[config.mk]
export PLATFORM = sky130hd
export DESIGN_NAME = idelay_scan_multi
export DESIGN_NICKNAME = d
export VERILOG_FILES = /design/src/rtl/idelay_scan_pkg.sv /design/src/rtl/idelay_run_finder.sv /design/src/rtl/idelay_scan_multi.sv
export SDC_FILE = /design/constraint.sdc
export NUM_CORES = 1
export LEC_CHECK = 0
export CAP_MARGIN = 10
export CORE_ASPECT_RATIO = 1.4
export CORE_MARGIN = 5
export CORE_UTILIZATION = 54
export DETAILED_ROUTE_END_ITERATION = 16
export PLACE_DENSITY = 0.76
export SETUP_SLACK_MARGIN = 0.1
export SYNTH_ARGS = -nofsm -noshare
export SYNTH_HDL_FRONTEND = slang
export SYNTH_SLANG_ARGS = --single-unit
[constraint.sdc]
create_clock -name lb_clk -period 5.3 [get_ports lb_clk]
set_clock_uncertainty 0.15 [all_clocks]
set_input_delay 0.795 -clock lb_clk [delete_from_list [all_inputs] [get_ports lb_clk]]
set_output_delay 0.795 -clock lb_clk [all_outputs]
set_load 0.005 [all_outputs]
[src/rtl/idelay_scan_pkg.sv]
// Shared types and helpers for the multi-lane IDELAY scanner.
// The optional bitmap readback is enabled by the IDELAY_SCAN_BITMAP_EN macro in idelay_scan_multi.
package idelay_scan_pkg;

    typedef enum logic [2:0] {
        S_IDLE   = 3'd0,
        S_WRITE  = 3'd1,
        S_SETTLE = 3'd2,
        S_SAMPLE = 3'd3,
        S_DECIDE = 3'd4,
        S_APPLY  = 3'd5
    } scan_state_t;

    localparam logic [1:0] ST_FAIL     = 2'd0;
    localparam logic [1:0] ST_MARGINAL = 2'd1;
    localparam logic [1:0] ST_GOOD     = 2'd2;
    localparam logic [1:0] ST_SOFTWARE = 2'd3;

    // Index width for n items, never narrower than one bit.
    function automatic int clog2w(input int n);
        return (n <= 1) ? 1 : $clog2(n);
    endfunction

endpackage

[src/rtl/idelay_run_finder.sv]
// Serial longest-run finder: one bitmap bit per enabled cycle, start marks bit 0.
// After the last bit, done pulses with the first longest run of ones (len, run_start).
module idelay_run_finder #(
    parameter int IW = 5
) (
    input  logic          lb_clk,
    input  logic          reset,
    input  logic          bit_en,
    input  logic          start,
    input  logic          bit_in,
    output logic [IW:0]   len,
    output logic [IW-1:0] run_start,
    output logic          done
);

    logic [IW-1:0] idx, cur_start, best_start;
    logic [IW:0]   cur_len, best_len;

    logic [IW-1:0] i_eff, c_start, b_start, n_cur_start, n_best_start;
    logic [IW:0]   c_len, b_len, n_cur_len, n_best_len;

    always_comb begin
        i_eff   = start ? '0 : idx;
        c_len   = start ? '0 : cur_len;
        c_start = start ? '0 : cur_start;
        b_len   = start ? '0 : best_len;
        b_start = start ? '0 : best_start;

        n_cur_len   = '0;
        n_cur_start = c_start;
        if (bit_in) begin
            n_cur_len   = c_len + 1'b1;
            n_cur_start = (c_len == '0) ? i_eff : c_start;
        end

        // Strictly longer only, so an equal later run never displaces the earlier one.
        n_best_len   = b_len;
        n_best_start = b_start;
        if (n_cur_len > b_len) begin
            n_best_len   = n_cur_len;
            n_best_start = n_cur_start;
        end
    end

    always_ff @(posedge lb_clk) begin
        if (reset) begin
            idx        <= '0;
            cur_len    <= '0;
            cur_start  <= '0;
            best_len   <= '0;
            best_start <= '0;
            len        <= '0;
            run_start  <= '0;
            done       <= 1'b0;
        end else begin
            done <= 1'b0;
            if (bit_en) begin
                idx        <= i_eff + 1'b1;
                cur_len    <= n_cur_len;
                cur_start  <= n_cur_start;
                best_len   <= n_best_len;
                best_start <= n_best_start;
                if (i_eff == '1) begin
                    done      <= 1'b1;
                    len       <= n_best_len;
                    run_start <= n_best_start;
                end
            end
        end
    end

endmodule

[src/rtl/idelay_scan_multi.sv]
// Multi-lane IDELAY tap scanner: sweeps all taps, builds per-lane pass bitmaps, picks run centres.
// Define IDELAY_SCAN_BITMAP_EN to expose the per-lane bitmap on bitmap_val (otherwise it reads 0).
module idelay_scan_multi
    import idelay_scan_pkg::*;
#(
    parameter int             NLANE   = 16,
    parameter int             TAPW    = 5,
    parameter int             DW      = 8,
    parameter logic [DW-1:0]  PATTERN = 8'h0c,
    parameter int             SETTLE  = 15,
    parameter int             NSAMP   = 16,
    parameter int             MINRUN  = 4,
    localparam int            LAW     = clog2w(NLANE)
) (
    input  logic                  lb_clk,
    input  logic                  reset,
    input  logic                  scan_trigger,
    input  logic                  autoset_enable,
    input  logic                  lb_id_write,
    input  logic [LAW-1:0]        lb_addr,
    input  logic [TAPW-1:0]       lb_data,
    input  logic [NLANE*DW-1:0]   lane_data,
    input  logic                  lane_valid,
    output logic                  scan_running,
    output logic                  scan_done,
    output logic [LAW-1:0]        hw_addr,
    output logic [TAPW-1:0]       hw_data,
    output logic                  hw_strobe,
    input  logic [LAW-1:0]        ro_addr,
    output logic [TAPW+1:0]       mirror_val,
    output logic [2**TAPW-1:0]    bitmap_val,
    output logic [2:0]            state_dbg
);

    localparam int NTAP = 2**TAPW;
    localparam logic [LAW-1:0]  LANE_LAST   = LAW'(NLANE - 1);
    localparam logic [TAPW-1:0] TAP_LAST    = '1;
    localparam logic [7:0]      SETTLE_LAST = 8'(SETTLE - 1);
    localparam logic [7:0]      NSAMP_LAST  = 8'(NSAMP - 1);
    localparam logic [TAPW:0]   MINRUN_L    = (TAPW+1)'(MINRUN);

    scan_state_t state, next_state;

    logic [TAPW-1:0]     tap;
    logic [LAW-1:0]      lane_cnt;
    logic [7:0]          cnt;
    logic [LAW+TAPW-1:0] dec_idx;
    logic [LAW-1:0]      res_lane;
    logic [NTAP-1:0]     bm [NLANE];
    logic [TAPW+1:0]     mirror [NLANE];

    logic            fin_en, fin_start, fin_bit, fin_done;
    logic [TAPW:0]   fin_len;
    logic [TAPW-1:0] fin_run_start;
    logic [TAPW+1:0] dec_word;
    logic [1:0]      apply_status;

    assign scan_running = (state != S_IDLE);
    assign state_dbg    = state;

    // lane_valid is a valid-only qualifier (no ready): a lane_data word is consumed
    // on every cycle lane_valid is high while in SAMPLE and ignored at all other times.
    always_comb begin
        next_state = state;
        unique case (state)
            S_IDLE:   if (!lb_id_write && scan_trigger) next_state = S_WRITE;
            S_WRITE:  if (lane_cnt == LANE_LAST) next_state = S_SETTLE;
            S_SETTLE: if (cnt == SETTLE_LAST) next_state = S_SAMPLE;
            S_SAMPLE: if (lane_valid && cnt == NSAMP_LAST)
                          next_state = (tap == TAP_LAST) ? S_DECIDE : S_WRITE;
            S_DECIDE: if (dec_idx == '1) next_state = S_APPLY;
            S_APPLY:  if (lane_cnt == LANE_LAST) next_state = S_IDLE;
            default:  next_state = S_IDLE;
        endcase
    end

    always_ff @(posedge lb_clk) begin
        if (reset) state <= S_IDLE;
        else       state <= next_state;
    end

    // dec_idx walks lane-major, tap-minor, so the tap field hitting zero marks a new lane.
    assign fin_en    = (state == S_DECIDE);
    assign fin_start = (dec_idx[TAPW-1:0] == '0);
    assign fin_bit   = bm[dec_idx[LAW+TAPW-1:TAPW]][dec_idx[TAPW-1:0]];

    idelay_run_finder #(.IW(TAPW)) u_finder (
        .lb_clk    (lb_clk),
        .reset     (reset),
        .bit_en    (fin_en),
        .start     (fin_start),
        .bit_in    (fin_bit),
        .len       (fin_len),
        .run_start (fin_run_start),
        .done      (fin_done)
    );

    always_comb begin
        dec_word = '0;
        if (fin_len != '0) begin
            dec_word[TAPW-1:0]      = fin_run_start + TAPW'((fin_len - 1'b1) >> 1);
            dec_word[TAPW+1:TAPW]   = (fin_len >= MINRUN_L) ? ST_GOOD : ST_MARGINAL;
        end
    end

    assign apply_status = mirror[lane_cnt][TAPW+1:TAPW];

    always_ff @(posedge lb_clk) begin
        if (reset) begin
            tap       <= '0;
            lane_cnt  <= '0;
            cnt       <= '0;
            dec_idx   <= '0;
            res_lane  <= '0;
            hw_strobe <= 1'b0;
            hw_addr   <= '0;
            hw_data   <= '0;
            scan_done <= 1'b0;
            for (int k = 0; k < NLANE; k++) begin
                bm[k]     <= '0;
                mirror[k] <= '0;
            end
        end else begin
            hw_strobe <= 1'b0;
            scan_done <= (state == S_APPLY) && (next_state == S_IDLE);

            if (state != next_state) begin
                lane_cnt <= '0;
                cnt      <= '0;
            end else if (state == S_WRITE || state == S_APPLY) begin
                lane_cnt <= lane_cnt + 1'b1;
            end else if (state == S_SETTLE || (state == S_SAMPLE && lane_valid)) begin
                cnt <= cnt + 1'b1;
            end

            case (state)
                S_IDLE: begin
                    if (lb_id_write) begin
                        hw_strobe       <= 1'b1;
                        hw_addr         <= lb_addr;
                        hw_data         <= lb_data;
                        mirror[lb_addr] <= {ST_SOFTWARE, lb_data};
                    end else if (scan_trigger) begin
                        tap <= '0;
                        for (int k = 0; k < NLANE; k++) bm[k] <= '1;
                    end
                end
                S_WRITE: begin
                    hw_strobe <= 1'b1;
                    hw_addr   <= lane_cnt;
                    hw_data   <= tap;
                end
                S_SAMPLE: begin
                    if (lane_valid) begin
                        for (int k = 0; k < NLANE; k++) begin
                            if (lane_data[k*DW +: DW] != PATTERN) bm[k][tap] <= 1'b0;
                        end
                        if (next_state == S_WRITE) tap <= tap + 1'b1;
                    end
                end
                S_DECIDE: begin
                    dec_idx  <= dec_idx + 1'b1;
                    res_lane <= dec_idx[LAW+TAPW-1:TAPW];
                end
                S_APPLY: begin
                    if (autoset_enable && apply_status != ST_FAIL) begin
                        hw_strobe <= 1'b1;
                        hw_addr   <= lane_cnt;
                        hw_data   <= mirror[lane_cnt][TAPW-1:0];
                    end
                end
                default: ;
            endcase

            // The last lane's result lands during the first APPLY cycle, before APPLY reads it.
            if (fin_done) mirror[res_lane] <= dec_word;
        end
    end

    always_ff @(posedge lb_clk) begin
        if (reset) begin
            mirror_val <= '0;
            bitmap_val <= '0;
        end else begin
            mirror_val <= mirror[ro_addr];
`ifdef IDELAY_SCAN_BITMAP_EN
            bitmap_val <= bm[ro_addr];
`else
            bitmap_val <= '0;
`endif
        end
    end

endmodule
Word level (Yosys, flattened, before mapping)
Memory sizes are Yosys's and may differ from the RTL's. A register that Yosys moved wholly into a read port is not among the register bits. Cells that the tools add are included.

Bits in registers: 83. RAM bits: 624. Bits of input ports: 147. Output and inout bits: 54. Logic and storage cells: 1294. Memories kept: 2.

Memories: bm (depth 16, bits a word 32, read ports 1, clocked after memory_dff 1, wr ports 16, RTL line idelay_scan_multi.sv:49) `logic [NTAP-1:0] bm [NLANE];`; mirror (depth 16, bits a word 7, read ports 2, clocked after memory_dff 2, wr ports 16, RTL line idelay_scan_multi.sv:50) `logic [TAPW+1:0] mirror [NLANE];`.

$add $sub $neg: 8. $lt $le $gt $ge: 5. Eq/ne operators: 35. Mux-type cells: 670. Bitwise operators: 530. Reductions and logical operators: 26.

Operators by type and width (number): $mux 32 (32); $mux 1 (596); $or 1x1->1 (528); $ne 8x4->1 const B (16); $mux 5 (12); $mux 4 (8); $mux 6 (4); $mux 3 (7); $mux 7 (3); $pmux 3 s6 (1); $eq 8x4->1 const B (2); $pmux 5 s3 (1); $reduce_or 7->1 (2); $lt 5x6->1 const B (2); $pmux 4 s3 (1); $add 5x1->5 const B (2); $eq 5x5->1 const B (2); $pmux 5 s2 (1); $add 9x1->9 const B (1); $eq 9x9->1 const B (1); $add 8x1->8 const B (1); $ne 2x2->1 const B (4); $add 6x1->6 const B (1); $eq 3x1->1 const B (2); other kinds (29) (44).

Depth between registers and ports, before layout
Gate-level depths: netlist (run 1).

Depth after elaboration: 8. Mapped depth: 26. Mapped depth without buffers: 18.

Hierarchy
Synthesis (run 1) repeated with hierarchy kept, for this count alone.

Cell total of the unflattened synthesis: 3324. Area, all modules: 35117.4 um2.

By module, submodules not included: idelay_scan_multi (instances 1, cells an instance 3089, area each 33104.2 um2, sequential area each 17036.3 um2); idelay_run_finder (instances 1, cells an instance 235, area each 2013.2 um2, sequential area each 780.7 um2).

Least setup slack after synthesis (run 1)
Ideal clock, no wire load.

Path type: reg-to-reg. Start: reg (tool-made name). End: reg u_finder.best_len[0]. Setup time: 0.128 ns. Arrival time: 4.989 ns. Setup slack: 0.033 ns. Stages on the path, launching flop included: 22. Clock period less this slack: 5.267 ns. Cell sequence: dfxtp_1 > buf_6 > buf_6 > buf_2 > mux4_2 > mux4_2 > o22ai_1 > nor3_1 > nor4_4 > nor2_2 > clkbuf_1 > and2_1 > ha_1 > nor2b_1 > o21a_1 > o21a_1 > o21a_1 > o21a_1 > o32ai_1 > nor2_1 > a32oi_1 > nor2_1.

RTL lines: end signal, assigned (RTL line idelay_run_finder.sv:61) `best_len <= n_best_len;`; end, declared (RTL line idelay_run_finder.sv:17) `logic [IW:0] cur_len, best_len;`.

==> flow_results.xml, run 1 <==
<?xml version="1.0" encoding="UTF-8"?>
<metrics>
  <group name="power">
    <metric name="cell_pwr_density" unit="nW/µm²">308.9</metric>
    <metric name="ir_worst_vdd" unit="mV">0.2346</metric>
    <metric name="power_leakage" unit="nW">15.36</metric>
  </group>
  <group name="floorplanning">
    <metric name="floorplan.die.height" unit="µm">311.6</metric>
    <metric name="pin_count" unit="">201</metric>
    <metric name="core.rowCount" unit="">110</metric>
    <metric name="design.core.area" unit="µm²">64410</metric>
    <metric name="die_x_extent" unit="µm">225.4</metric>
    <metric name="dieArea" unit="µm²">70230</metric>
    <metric name="floorplan.initialDensity" unit="%">54.46</metric>
  </group>
  <group name="place">
    <metric name="detailedPlace.worstSlack" unit="ns">0.1758</metric>
    <metric name="port-buffer-count" unit="">168</metric>
    <metric name="routabilityCongestion" unit="">0.9712</metric>
    <metric name="dpl_hpwl" unit="µm">68980</metric>
  </group>
  <group name="detailed_routing">
    <metric name="dr.first_iter.drc_count" unit="">3345</metric>
    <metric name="drt_pre_antenna_iters" unit="">6</metric>
    <metric name="wl_per_cell" unit="µm">24.16</metric>
    <metric name="vias_per_std_cell" unit="">6.411</metric>
    <metric name="totalWireLength" unit="µm">102500</metric>
    <metric name="routed-via-count" unit="">27200</metric>
    <metric name="drcViolationCount" unit="">0</metric>
    <metric name="route.antenna.remaining_nets" unit="">0</metric>
  </group>
  <group name="sta">
    <metric name="report.final.hold_viol_count" unit="">0</metric>
    <metric name="slew_at_the_pin_closest_to_its_max_slew_limit" unit="ns">1.166</metric>
    <metric name="timing.final.crit_period" unit="ns">5.050</metric>
    <metric name="setup_viol_count_final" unit="">0</metric>
    <metric name="setup_tns" unit="ns">0</metric>
    <metric name="postLayoutSetupSlackWorst" unit="ns">0.2496</metric>
    <metric name="tightest_hold_margin" unit="ns">0.3086</metric>
    <metric name="rsz_0062_raised_after_global_routing" unit="">false</metric>
    <metric name="clock.fmax" unit="MHz">198.0</metric>
    <metric name="slew_violations" unit="">0</metric>
    <metric name="max_slew_margin" unit="%">21.44</metric>
    <metric name="period_share" unit="%">95.29</metric>
  </group>
  <group name="finish">
    <metric name="layout-drive-gt1-share" unit="%">12.23</metric>
    <metric name="area.growth.synth_to_final" unit="%">13.26</metric>
    <metric name="antenna_cells_inserted" unit="">0</metric>
    <metric name="finish.net_count" unit="">3524</metric>
    <metric name="fillCellCount" unit="">5069</metric>
    <metric name="fin_util" unit="%">61.68</metric>
  </group>
  <group name="synthesis">
    <metric name="synth_largest_area_cell" unit="">edfxtp_1</metric>
    <metric name="synthAdderAreaFrac" unit="%">1.020</metric>
    <metric name="syn_avg_cell_area" unit="µm²">10.58</metric>
    <metric name="synth-main-ff-cell" unit="">dfxtp_1</metric>
    <metric name="post_synth_inst_count" unit="">3315</metric>
    <metric name="yosysWarnings" unit="">0</metric>
    <metric name="synth_async_sr_flop_share" unit="%">0</metric>
    <metric name="synth_xor_area_share" unit="%">0.7241</metric>
    <metric name="main_combinational_cell_family_by_area_after_synthesis" unit="">compound AO/OA/AOI/OAI gates</metric>
    <metric name="synth-seq-cells" unit="">722</metric>
    <metric name="synth_enable_flop_cells" unit="">336</metric>
    <metric name="synth_compound_gate_area_share" unit="%">16.38</metric>
    <metric name="synth_cell_type_count" unit="">73</metric>
    <metric name="synthSimpleGateAreaFrac" unit="%">10.77</metric>
    <metric name="synth.yosys.seq_area_share" unit="%">50.79</metric>
    <metric name="most_area_consuming_cells_after_synthesis" unit="">edfxtp_1 29%, dfxtp_1 22%, mux4_2 11%</metric>
    <metric name="synthDominantCellAreaShare" unit="%">28.76</metric>
    <metric name="mappedNetlistArea" unit="µm²">35080</metric>
    <metric name="post_synth_mux_area_share" unit="%">13.30</metric>
  </group>
  <group name="worst_setup_path">
    <metric name="worstSetupStartpointType" unit="">flip-flop</metric>
    <metric name="timing_worst_setup_path_type" unit="">flip-flop to flip-flop</metric>
    <metric name="timing.critical_path.arrival" unit="ns">5.39</metric>
    <metric name="critPathMaxFanout" unit="">15</metric>
    <metric name="critical_path_required" unit="ns">5.64</metric>
    <metric name="worstSetupEndpointType" unit="">flip-flop</metric>
  </group>
  <group name="global_route">
    <metric name="grt_pass1_wl" unit="µm">155800</metric>
    <metric name="grt.total_usage" unit="%">28.21</metric>
    <metric name="grt.overflow.total" unit="">0</metric>
    <metric name="via_count_of_the_first_global_routing_pass" unit="">26970</metric>
    <metric name="grt_antenna_before_repair" unit="">1</metric>
    <metric name="pin_count_of_the_biggest_net_entering_global_routing" unit="">185</metric>
  </group>
  <group name="cts">
    <metric name="tritoncts_clock_tree" unit="">done</metric>
    <metric name="cts.reportedPaths.clkPinSlew" unit="ns">0.07</metric>
    <metric name="cts-root-to-sink-buffers" unit="">3</metric>
    <metric name="sink_count" unit="">722</metric>
    <metric name="cts_inserted_buffers" unit="">68</metric>
    <metric name="insertion_delay_to_the_later_sink_of_the_worst_skew_pair" unit="ns">0.61</metric>
    <metric name="h-tree-depth" unit="">3</metric>
    <metric name="cts_hold_buffers" unit="">0</metric>
    <metric name="root_buffer" unit="">clkbuf_16</metric>
  </group>
  <group name="hold_path">
    <metric name="timing.hold.worst.class" unit="">flip-flop to flip-flop</metric>
  </group>
  <group name="job">
    <metric name="drv.max_cap_violation_count" unit="">0</metric>
  </group>
  <group name="status">
    <metric name="run_status" unit="">complete, no violations</metric>
  </group>
</metrics>
## state kept, by name, summed over array words and instances (netlist names), 3 cells and up, named ones only
register	flops
u_finder.best_len	6
u_finder.cur_len	6
cnt	8
dec_idx	9
mirror	112
u_finder.best_start	5
hw_addr	4
tap	5
lane_cnt	4
u_finder.len	6
res_lane	4
u_finder.run_start	5
state_dbg	3
mirror_val	7
u_finder.cur_start	5
u_finder.idx	5
bm	512
hw_data	5
## synthesized netlist by cell type (21+ instances only)
cell type    n
nor2b_1     33
mux4_2     173
o21ai_0    263
buf_4       41
dfxtp_1    386
inv_1      249
buf_1       34
nor4_1      26
mux2i_1     67
ha_1        27
nand3_1     51
o21bai_1    33
a22o_1      83
nor3_1      45
nor2_1     427
o211ai_1    36
edfxtp_1   336
nand2_1    184
a211oi_1   264
xor2_1      21
clkbuf_1   232
a21oi_1     46
## critical path, cell delays in order, from the launching register on
cell and delay [ns]:
dfxtp_4 0.48, buf_12 0.21, mux4_2 0.52, mux4_2 0.49, o211ai_1 0.35, nand3_1 0.15
and4b_1 0.42, nor2_2 0.10, and2_1 0.18, ha_1 0.29, nor2b_1 0.13, o21a_1 0.16
o21a_1 0.16, o21a_1 0.16, o21a_1 0.19, o32ai_2 0.16, buf_4 0.21, a21oi_1 0.07
a221oi_1 0.32
## worst paths after layout
check / from / slack (ns) / endpoint / depth (start not counted)
setup / recovery: flip-flop / 0.25 / u_finder.len[0] / 18
hold / removal: u_finder.run_start[2] / 0.31 / u_finder.run_start[2] / 2
setup reg to reg: flip-flop / 0.25 / u_finder.len[0] / 18
hold reg to reg: u_finder.run_start[2] / 0.31 / u_finder.run_start[2] / 2
## per-stage QoR
stage / cell area (µm²) / cells / power, W
after floorplan: 35210 / 3346 / 0.007098
after global placement: 37430 / 4108 / 0.007459
after detailed placement: 37430 / 4108 / 0.007504
after CTS: 39620 / 4231 / 0.01229
after global routing: 39730 / 4242 / 0.01265
final: 39730 / 4242 / 0.01227
## layer usage
layer  track usage, %  vias to the layer above  share of wire [%]
met1            32.90                    13150                 35
met4            17.27                        2                6.8
met5                0                        -              0.020
met2            48.52                     1536                 50
met3            4.463                      375                8.3
li1                 -                    12140                  -
## logic make-up (layout without fill, tap and decap cells)
family          Yosys count  count (layout)
mux                     246             246
fa+ha+maj                28              28
xor+xnor                 29              29
flops                   722             722
simple gates            860             860
other cells               1              32
compound gates          843             843
buf+inv                 586             642
## area by class of cell
| class | count | area [µm²] | area share (%) |
|---|---|---|---|
| clock inverter | 20 | 180.2 | 0.4535 |
| sequential | 722 | 17830 | 44.88 |
| timing repair buffer | 267 | 2574 | 6.478 |
| inverter | 252 | 949.7 | 2.390 |
| multi-input combinational | 2038 | 15130 | 38.09 |
| clock buffer | 103 | 2009 | 5.058 |
| tap | 840 | 1051 | 2.646 |
## layout by cell type, fill, tap and decap left out, drive strengths merged, types with 14 or more instances in the layout
master,n
nor2,428
dfxtp,386
edfxtp,336
o21ai,266
a211oi,264
inv,252
nand2,184
mux4,175
clkdlybuf4s50,165
clkbuf,103
buf,102
a22o,83
mux2i,67
nand3,51
nor3,46
a21oi,46
o211ai,36
nor2b,33
o21bai,33
conb,32
ha,27
nor4,27
xor2,21
nand4,17
nand2b,17
and2,15
a22oi,14
## where the power goes
group	internal (W)	total [W]	switching [W]
sequential	0.00619	0.00636	0.000173
combinational	0.000479	0.00104	0.000559
clock	0.00277	0.00487	0.00210
total	0.00944	0.0123	0.00283
## repair_timing
action	CTS	global route
gates resized for setup	0	3
setup buffers	0	11
endpoints found under the setup margin	0	14
Note: power is estimated with default switching activity, not from simulation.
==> run 2, diff against run 1 <==
--- a/config.mk
+++ b/config.mk
@@ -8,9 +8,9 @@
 export CAP_MARGIN = 10
 export CORE_ASPECT_RATIO = 1.4
 export CORE_MARGIN = 5
-export CORE_UTILIZATION = 54
+export CORE_UTILIZATION = 60
 export DETAILED_ROUTE_END_ITERATION = 16
-export PLACE_DENSITY = 0.76
+export PLACE_DENSITY = 0.8
 export SETUP_SLACK_MARGIN = 0.1
 export SYNTH_ARGS = -nofsm -noshare
 export SYNTH_HDL_FRONTEND = slang
==> constraint.sdc (replaced) <==
create_clock -name lb_clk -period 5.5 [get_ports lb_clk]
set_clock_uncertainty 0.15 [all_clocks]
set_input_delay 0.825 -clock lb_clk [delete_from_list [all_inputs] [get_ports lb_clk]]
set_output_delay 0.825 -clock lb_clk [all_outputs]
set_load 0.005 [all_outputs]
==> flow_results.xml, run 2 (synthesized netlist as in run 1, its figures left out) <==
<?xml version="1.0" encoding="UTF-8"?>
<metrics>
  <group name="sta">
    <metric name="rsz_0062_raised_after_global_routing" unit="">false</metric>
    <metric name="period_share" unit="%">94.61</metric>
    <metric name="slew_at_the_pin_closest_to_its_max_slew_limit" unit="ns">1.250</metric>
    <metric name="max_slew_margin" unit="%">16.69</metric>
    <metric name="clock.fmax" unit="MHz">192.2</metric>
    <metric name="setup_viol_count_final" unit="">0</metric>
    <metric name="report.final.hold_viol_count" unit="">0</metric>
    <metric name="tightest_hold_margin" unit="ns">0.3114</metric>
    <metric name="slew_violations" unit="">0</metric>
    <metric name="timing.final.crit_period" unit="ns">5.204</metric>
    <metric name="setup_tns" unit="ns">0</metric>
  </group>
  <group name="place">
    <metric name="routabilityCongestion" unit="">0.9657</metric>
    <metric name="post-place-cells" unit="">4000</metric>
    <metric name="dpl_hpwl" unit="µm">69940</metric>
    <metric name="port-buffer-count" unit="">168</metric>
  </group>
  <group name="status">
    <metric name="run_status" unit="">complete, no violations</metric>
  </group>
  <group name="power">
    <metric name="cell_pwr_density" unit="nW/µm²">302.6</metric>
    <metric name="power_leakage" unit="nW">15.24</metric>
    <metric name="ir_worst_vdd" unit="mV">0.2115</metric>
    <metric name="design_power_total" unit="W">0.01193</metric>
  </group>
  <group name="hold_path">
    <metric name="timing.hold.worst.class" unit="">flip-flop to flip-flop</metric>
    <metric name="timing.hold.worst_endpoint" unit="">u_finder.run_start[3]</metric>
    <metric name="worst_hold_path.num_cells" unit="">2</metric>
    <metric name="holdCritStartpoint" unit="">u_finder.run_start[3]</metric>
  </group>
  <group name="detailed_routing">
    <metric name="vias_per_std_cell" unit="">6.652</metric>
    <metric name="drt_pre_antenna_iters" unit="">6</metric>
    <metric name="wl_per_cell" unit="µm">25.29</metric>
    <metric name="totalWireLength" unit="µm">104300</metric>
    <metric name="drcViolationCount" unit="">0</metric>
    <metric name="route.antenna.remaining_nets" unit="">0</metric>
    <metric name="routed-via-count" unit="">27440</metric>
    <metric name="dr.first_iter.drc_count" unit="">3455</metric>
  </group>
  <group name="global_route">
    <metric name="via_count_of_the_first_global_routing_pass" unit="">27900</metric>
    <metric name="grt.total_usage" unit="%">32.28</metric>
    <metric name="grt_pass1_wl" unit="µm">160100</metric>
    <metric name="grt_antenna_before_repair" unit="">2</metric>
    <metric name="grt.overflow.total" unit="">0</metric>
    <metric name="pin_count_of_the_biggest_net_entering_global_routing" unit="">258</metric>
  </group>
  <group name="finish">
    <metric name="fin_util" unit="%">67.62</metric>
    <metric name="finish.net_count" unit="">3500</metric>
    <metric name="fillCellCount" unit="">4183</metric>
    <metric name="top_register" unit="">bm</metric>
    <metric name="area.growth.synth_to_final" unit="%">12.45</metric>
    <metric name="layout_commonest_cell" unit="">nor2_1</metric>
    <metric name="instances_no_fill" unit="">4125</metric>
    <metric name="antenna_cells_inserted" unit="">0</metric>
    <metric name="biggest_registers_after_layout" unit="">bm x512, mirror x112, dec_idx x9</metric>
    <metric name="largest_reg_flops" unit="">512</metric>
    <metric name="layout.cells.most_common_list" unit="">424 x nor2_1, 381 x dfxtp_1, 336 x edfxtp_1, 264 x a211oi_1, 263 x o21ai_0</metric>
    <metric name="layout-drive-gt1-share" unit="%">11.52</metric>
  </group>
  <group name="floorplanning">
    <metric name="pin_count" unit="">201</metric>
    <metric name="die_x_extent" unit="µm">214.4</metric>
    <metric name="floorplan.die.height" unit="µm">296.1</metric>
    <metric name="floorplan.initialDensity" unit="%">60.14</metric>
    <metric name="core.rowCount" unit="">105</metric>
    <metric name="design.core.area" unit="µm²">58330</metric>
    <metric name="dieArea" unit="µm²">63470</metric>
  </group>
  <group name="worst_setup_path">
    <metric name="critPathMaxFanout" unit="">35</metric>
    <metric name="critical_path.most_common_cell" unit="">o21a_1</metric>
    <metric name="maximum_single_stage_delay_on_the_critical_path" unit="ns">0.56</metric>
    <metric name="worstPathBufferInverterCount" unit="">3</metric>
    <metric name="timing.critical_path.arrival" unit="ns">5.55</metric>
    <metric name="critical_path_required" unit="ns">5.85</metric>
    <metric name="cpMaxStageDelayCell" unit="">mux4_2</metric>
    <metric name="worstPathCellList" unit="">buf_12 -&gt; mux4_2 -&gt; a22o_1 -&gt; a221oi_1 -&gt; o31ai_1 -&gt; nor4_1 -&gt; and4b_1 -&gt; nor2_2 -&gt; buf_4 -&gt; and2_1 -&gt; ha_1 -&gt; o21a_1 -&gt; o21a_1 -&gt; o21a_1 -&gt; o21a_1 -&gt; o32a_1 -&gt; o21ai_0 -&gt; buf_4 -&gt; nand3b_1 -&gt; o31ai_1</metric>
    <metric name="worstSetupStartpointType" unit="">flip-flop</metric>
    <metric name="r2r_cells" unit="">20</metric>
    <metric name="timing_worst_setup_path_type" unit="">flip-flop to flip-flop</metric>
    <metric name="worstSetupEndpointType" unit="">flip-flop</metric>
    <metric name="reg2reg_to" unit="">u_finder.best_len[3]</metric>
    <metric name="setup.reg_to_reg.worst_slack" unit="ns">0.30</metric>
    <metric name="path_depth" unit="">20</metric>
    <metric name="critPathTopFamily" unit="">compound AO/OA/AOI/OAI gates</metric>
  </group>
  <group name="cts">
    <metric name="cts-root-to-sink-buffers" unit="">3</metric>
    <metric name="tritoncts_clock_tree" unit="">done</metric>
    <metric name="cts_inserted_buffers" unit="">70</metric>
    <metric name="h-tree-depth" unit="">3</metric>
    <metric name="cts_hold_buffers" unit="">0</metric>
    <metric name="sink_count" unit="">722</metric>
    <metric name="cts.reportedPaths.clkPinSlew" unit="ns">0.06</metric>
    <metric name="root_buffer" unit="">clkbuf_16</metric>
    <metric name="insertion_delay_to_the_later_sink_of_the_worst_skew_pair" unit="ns">0.62</metric>
  </group>
  <group name="job">
    <metric name="drv.max_cap_violation_count" unit="">0</metric>
  </group>
</metrics>
## run 2: cell count changes in the layout (fill, tap and decap cells not counted), sizes merged
cell           before  now
buf               102   75
bufinv              3    5
clkdlybuf4s50     165  166
clkbuf            103  100
clkinv             12   14
clkinvlp            5    4
## run 2: per-layer routing
| metal | vias to the layer above | global-route usage [%] | part of all wire, % |
|---|---|---|---|
| met5 | - | 0 | 0.019 |
| met4 | 4 | 22.49 | 8.2 |
| met3 | 455 | 6.464 | 9.2 |
| met2 | 1670 | 56.45 | 50 |
| met1 | 13230 | 35.56 | 33 |
| li1 | 12080 | - | - |
## run 2: timing repair
action / 4_1_cts / 5_1_grt
setup buffers: 0 / 2
resized for setup: 1 / 2
pin swaps: 0 / 1
setup endpoints to repair: 2 / 13
## run 2: cell type report
type	instances	area, µm²	area share (%)
timing repair buffer	241	2370	6.008
clock buffer	100	1978	5.015
inverter	252	945.9	2.398
multi-input combinational	2038	15130	38.36
clock inverter	23	250.2	0.6344
tap	749	937.1	2.376
sequential	722	17830	45.21
## run 2: worst reg2reg max path, cell delays in order, from the launching register on
cell	delay, ns
dfxtp_4	0.48
buf_12	0.31
mux4_2	0.58
a22o_1	0.19
a221oi_1	0.23
o31ai_1	0.13
nor4_1	0.45
and4b_1	0.34
nor2_2	0.09
buf_4	0.23
and2_1	0.17
ha_1	0.31
o21a_1	0.12
o21a_1	0.16
o21a_1	0.16
o21a_1	0.18
o32a_1	0.22
o21ai_0	0.27
buf_4	0.18
nand3b_1	0.08
o31ai_1	0.07
## run 2: stage by stage
stage	area [µm²]	setup slack, ns
after detailed placement	37160	0.1034
after CTS	39400	0.2505
after global placement	37160	0.2711
final	39440	0.2962
after floorplan	35190	0.2331
after global routing	39440	0.1770
## run 2: where the power goes
group | switching, W | internal (W) | total [W] | leakage (nW)
combinational | 0.000548 | 0.000458 | 0.00101 | 7.45
sequential | 0.000162 | 0.00597 | 0.00613 | 6.69
clock | 0.00206 | 0.00274 | 0.00480 | 1.09
total | 0.00277 | 0.00917 | 0.0119 | 15.2
## run 2: how the worst max path moves through the flow
stage                                      end  slack (ns)
after floorplan           u_finder.best_len[0]        0.23
after global placement         u_finder.len[3]        0.27
after detailed placement       u_finder.len[1]        0.10
after CTS                      u_finder.len[1]        0.25
after global routing      u_finder.best_len[3]        0.18
final                     u_finder.best_len[3]        0.30
